--- src/rtl/mem_arbiter.sv ---
// mem_arbiter: shares one Ready-handshaked memory between I and D ports; define ARB_ROUND_ROBIN_EN for round-robin, else D wins contention.
`timescale 1ns/1ps
module mem_arbiter #(
  parameter int unsigned TIMEOUT = 15
) (
  input  logic        CLK,
  input  logic        Reset,
  input  logic        IReq,
  input  logic [31:0] IAddr,
  output logic        IReady,
  output logic [31:0] IRD,
  input  logic        DReq,
  input  logic        DWE,
  input  logic [31:0] DAddr,
  input  logic [31:0] DWD,
  output logic        DReady,
  output logic [31:0] DRD,
  output logic        Err,
  output logic        MemReq,
  output logic        MemWE,
  output logic [31:0] MemAddr,
  output logic [31:0] MemWD,
  input  logic        MemReady,
  input  logic [31:0] MemRD
);
  typedef enum logic [1:0] {IDLE, BUSY, RESP} state_t;
  state_t state, state_n;
  logic owner, owner_n, last, last_n, win, mreq_n, mwe_n, irdy_n, drdy_n, err_n;
  logic [7:0] cnt, cnt_n, cnt_inc;
  logic [31:0] maddr_n, mwd_n, ird_n, drd_n, rd;
  always_comb begin
    cnt_inc = (cnt == 8'hff) ? cnt : cnt + 8'd1;
`ifdef ARB_ROUND_ROBIN_EN
    win = (IReq & DReq) ? ~last : DReq;
`else
    win = DReq;
`endif
    rd = (MemReady & ~MemWE) ? MemRD : '0;
    state_n = state;
    owner_n = owner;
    last_n = last;
    cnt_n = cnt;
    mreq_n = MemReq;
    mwe_n = MemWE;
    maddr_n = MemAddr;
    mwd_n = MemWD;
    ird_n = IRD;
    drd_n = DRD;
    irdy_n = 1'b0;
    drdy_n = 1'b0;
    err_n = 1'b0;
    case (state)
      IDLE: if (IReq | DReq) begin
        state_n = BUSY;
        owner_n = win;
        last_n = win;
        cnt_n = '0;
        mreq_n = 1'b1;
        mwe_n = win & DWE;
        maddr_n = win ? DAddr : IAddr;
        mwd_n = win ? DWD : '0;
      end
      BUSY: begin
        cnt_n = cnt_inc;
        if (MemReady | (cnt_inc == 8'(TIMEOUT))) begin
          state_n = RESP;
          mreq_n = 1'b0;
          irdy_n = ~owner;
          drdy_n = owner;
          err_n = ~MemReady;
          ird_n = owner ? IRD : rd;
          drd_n = owner ? rd : DRD;
        end
      end
      RESP: state_n = IDLE;
      default: state_n = IDLE;
    endcase
  end
  always_ff @(posedge CLK or posedge Reset)
    if (Reset) begin
      state <= IDLE;
      owner <= 1'b0;
      last <= 1'b1;
      cnt <= '0;
      MemReq <= 1'b0;
      MemWE <= 1'b0;
      MemAddr <= '0;
      MemWD <= '0;
      IRD <= '0;
      DRD <= '0;
      IReady <= 1'b0;
      DReady <= 1'b0;
      Err <= 1'b0;
    end else begin
      state <= state_n;
      owner <= owner_n;
      last <= last_n;
      cnt <= cnt_n;
      MemReq <= mreq_n;
      MemWE <= mwe_n;
      MemAddr <= maddr_n;
      MemWD <= mwd_n;
      IRD <= ird_n;
      DRD <= drd_n;
      IReady <= irdy_n;
      DReady <= drdy_n;
      Err <= err_n;
    end
endmodule

--- config.mk ---
export PLATFORM = sky130hd
export DESIGN_NAME = mem_arbiter
export DESIGN_NICKNAME = d
export VERILOG_FILES = /design/src/rtl/mem_arbiter.sv
export SDC_FILE = /design/constraint.sdc
export NUM_CORES = 1
export LEC_CHECK = 0
export CAP_MARGIN = 20
export CORE_ASPECT_RATIO = 1.2
export CORE_MARGIN = 2
export CORE_UTILIZATION = 35
export DETAILED_ROUTE_END_ITERATION = 6
export MAX_ROUTING_LAYER = met4
export PLACE_DENSITY_LB_ADDON = 0.05
export REMOVE_ABC_BUFFERS = 1
export SLEW_MARGIN = 20
export SYNTH_ARGS = -nofsm -noshare
export SYNTH_HDL_FRONTEND = slang
export SYNTH_SLANG_ARGS = --single-unit
export TNS_END_PERCENT = 30
--- constraint.sdc ---
create_clock -name CLK -period 4.1 [get_ports CLK]
set_clock_uncertainty 0.2 [all_clocks]
set_input_delay 0.41 -clock CLK [delete_from_list [all_inputs] [get_ports CLK]]
set_output_delay 0.41 -clock CLK [all_outputs]
set_load 0.05 [all_outputs]
==> impl_metrics.ini <==
[status]
status = completed

[sta]
setup_viol = 0
rsz0062_at_grt = false
finalMaxSlewViolations = 0
worst_slew_pin_slew_ps = 759
holdWs_ps = 277
hold_viol_final = 0
fmax_ghz = 0.405
slew-limit-headroom = 0.494
min_period_ps = 2470
fin_crit_sh = 0.603

[setup_path]
critPathMaxStageDelay_ps = 770
critPathRequiredTime_ps = 4200
path_max_fanout = 33
cp-start-kind = flip-flop
path_class = flip-flop to flip-flop
cp_slowest_cell = a2111o_2
crit_arrival_ps = 2570
crit_chain = ha_1 > nand2_1 > nand4b_1 > a2111o_2 > a31o_2
endpoint_kind = flip-flop

[clock_network]
cts_buffer_depth = 2
cts_tree = yes
ctsResizeCount = 0
clk_root_buffer_cell = clkbuf_16
cts_buffers = 17
holdBufCountCts = 0
htree_levels = 4
post_cts_buffers = 0
path_clk_slew_ps = 60
clkLatencyLatePin_ps = 410
clkSinkCount = 144

[route]
drcViolationCount = 0
wl_per_cell_microns = 18.9
first_pass_iters = 5
dr_total_vias = 5135
ant_nets = 0
vias_per_cell = 5.18
drt_wl_total_microns = 18800
drtIter0Drc = 333

[global_route]
grt.overflow.total = 0
gr-usage-all-layers = 0.214
grt_pass1_vias = 5363
grt_pass1_wl_microns = 29200
antenna_found_initial = 0
grt_max_degree = 84

[final_layout]
layout.cells.non_filler = 991
final_area_sq_mm = 0.00955
drive_above_1_share = 0.114
post-route-util = 0.564
area_growth_pct = 57.5
antenna_cells = 0
nets = 898

[pwr]
p_total_uw = 8800
p_per_area_mw_per_mm2 = 922
vdd.ir_drop.worst_mv = 0.429
cellLeakagePower_uw = 0.00437

[floorplan]
io_pins = 267
initial_utilization = 0.358
coreArea_sq_mm = 0.0169
rows = 52
die_w_microns = 124
dieArea_sq_mm = 0.0184
die_height_microns = 148

[synth]
synth_compound_area_frac = 0.190
synth_ff_type = dfrtp_1
muxShareOfSynthArea = 0.0562
synth-seq-cells = 144
synth_enable_flop_cells = 0
ys_seq_area_frac = 0.595
synth_cell_types = 40
synth_top_family_by_area = compound AO/OA/AOI/OAI gates
synthXorXnorAreaFrac = 0
yosys.area.top_type_share = 0.595
syn_inst = 512
synth_area_leaders = dfrtp_1, and3_1, mux2i_1
yosys.area_share.simple = 0.123
yosys_warnings = 0
netlist_area_sq_mm = 0.00606
yosys.area_share.adder = 0.00206
async_flop_share = 1.00
avgSynthCellArea_sq_um = 11.8
yosysTopAreaCell = dfrtp_1

[placed_design]
io_buffers = 266
gp_congestion = 0.787
placed_cells = 959
place_area_sq_mm = 0.00890
hpwl_microns = 13100

[hold_path]
hp-class = flip-flop to flip-flop

[run]
max_cap_viol_count = 0
==> final timing paths <==
path                                   startpoint                     end  slack, ps  depth (start not counted)
max                            cnt[0]$_DFFE_PP0P_     IRD[24]$_DFFE_PP0P_       1630                          5
min in group asynchronous                   Reset   MemWD[18]$_DFFE_PP0P_        310                          2
min                        MemAddr[4]$_DFFE_PP0P_  MemAddr[4]$_DFFE_PP0P_        280                          2
max reg2reg                    cnt[0]$_DFFE_PP0P_     IRD[24]$_DFFE_PP0P_       1630                          5
max in group asynchronous                   Reset      DRD[2]$_DFFE_PP0P_       2530                          3
min reg2reg                MemAddr[4]$_DFFE_PP0P_  MemAddr[4]$_DFFE_PP0P_        280                          2
==> placed cells by master (no fill, tap or decap), types with 10 or more instances in the layout <==
master           instances
clkdlybuf4s50_1        265
buf_4                   10
mux2i_1                 34
a31o_1                  29
a22o_1                  33
nand2_1                 42
clkbuf_16               17
a31o_2                  35
o21ai_0                 34
and3_1                  65
dfrtp_1                144
==> stage by stage <==
step                      TNS, ps  worst slack [ps]
after floorplan           -197440             -2170
after global placement          0              1490
after detailed placement        0              1440
after CTS                       0              1410
after global routing            0              1510
final                           0              1630
==> where the power goes <==
part           internal, uW  total (uW)  switching [uW]
combinational          1640        4730            3090
clock                  1040        1650             615
sequential             2040        2420             376
total                  4720        8800            4080
==> Yosys cell counts (4+ instances only) <==
cell type,n
a21oi_1,4
buf_1,5
dfrtp_1,144
and3_1,65
o31ai_1,4
a22o_1,33
nor2_1,5
o21ai_0,35
nand2_1,43
inv_1,4
mux2i_1,34
a31o_2,35
nand3_1,4
a31o_1,29
clkbuf_1,34
==> metal layers <==
metal | track usage | vias to the layer above | part of all wire
met5 | - | - | 0
met4 | 0.0764 | 0 | 0.016
met3 | 0.0640 | 17 | 0.087
met2 | 0.346 | 225 | 0.49
met1 | 0.252 | 2489 | 0.41
li1 | - | 2404 | -
==> cell type report <==
| cell class | instances | area (sq um) |
|---|---|---|
| Fill cell | 1467 | 7370 |
| Sequential cell | 144 | 3600 |
| Timing Repair Buffer | 277 | 2750 |
| Multi-Input combinational cell | 319 | 2270 |
| Clock buffer | 19 | 443 |
| Tap cell | 216 | 270 |
| Clock inverter | 12 | 185 |
| Inverter | 4 | 20.0 |
==> worst max-delay path: cells and delay by family (launching register included) <==
| family | cells | cell delay [ps] |
|---|---|---|
| simple gates | 2 | 350 |
| flops | 1 | 420 |
| compound gates | 2 | 1100 |
| fa+ha+maj | 1 | 270 |
==> sequential cells by signal, summed over array words and instances (netlist names) <==
name     count
DRD         32
DReady       1
Err          1
IRD         32
IReady       1
MemAddr     32
MemReq       1
MemWD       32
MemWE        1
cnt          8
owner        1
state        2
==> logic make-up (layout without fill, tap and decap cells) <==
family	Yosys count	in the layout
buf+inv	49	312
simple gates	135	135
compound gates	149	149
fa+ha+maj	1	1
mux	34	34
flops	144	144
No activity file was read; power rests on OpenSTA's default activity.
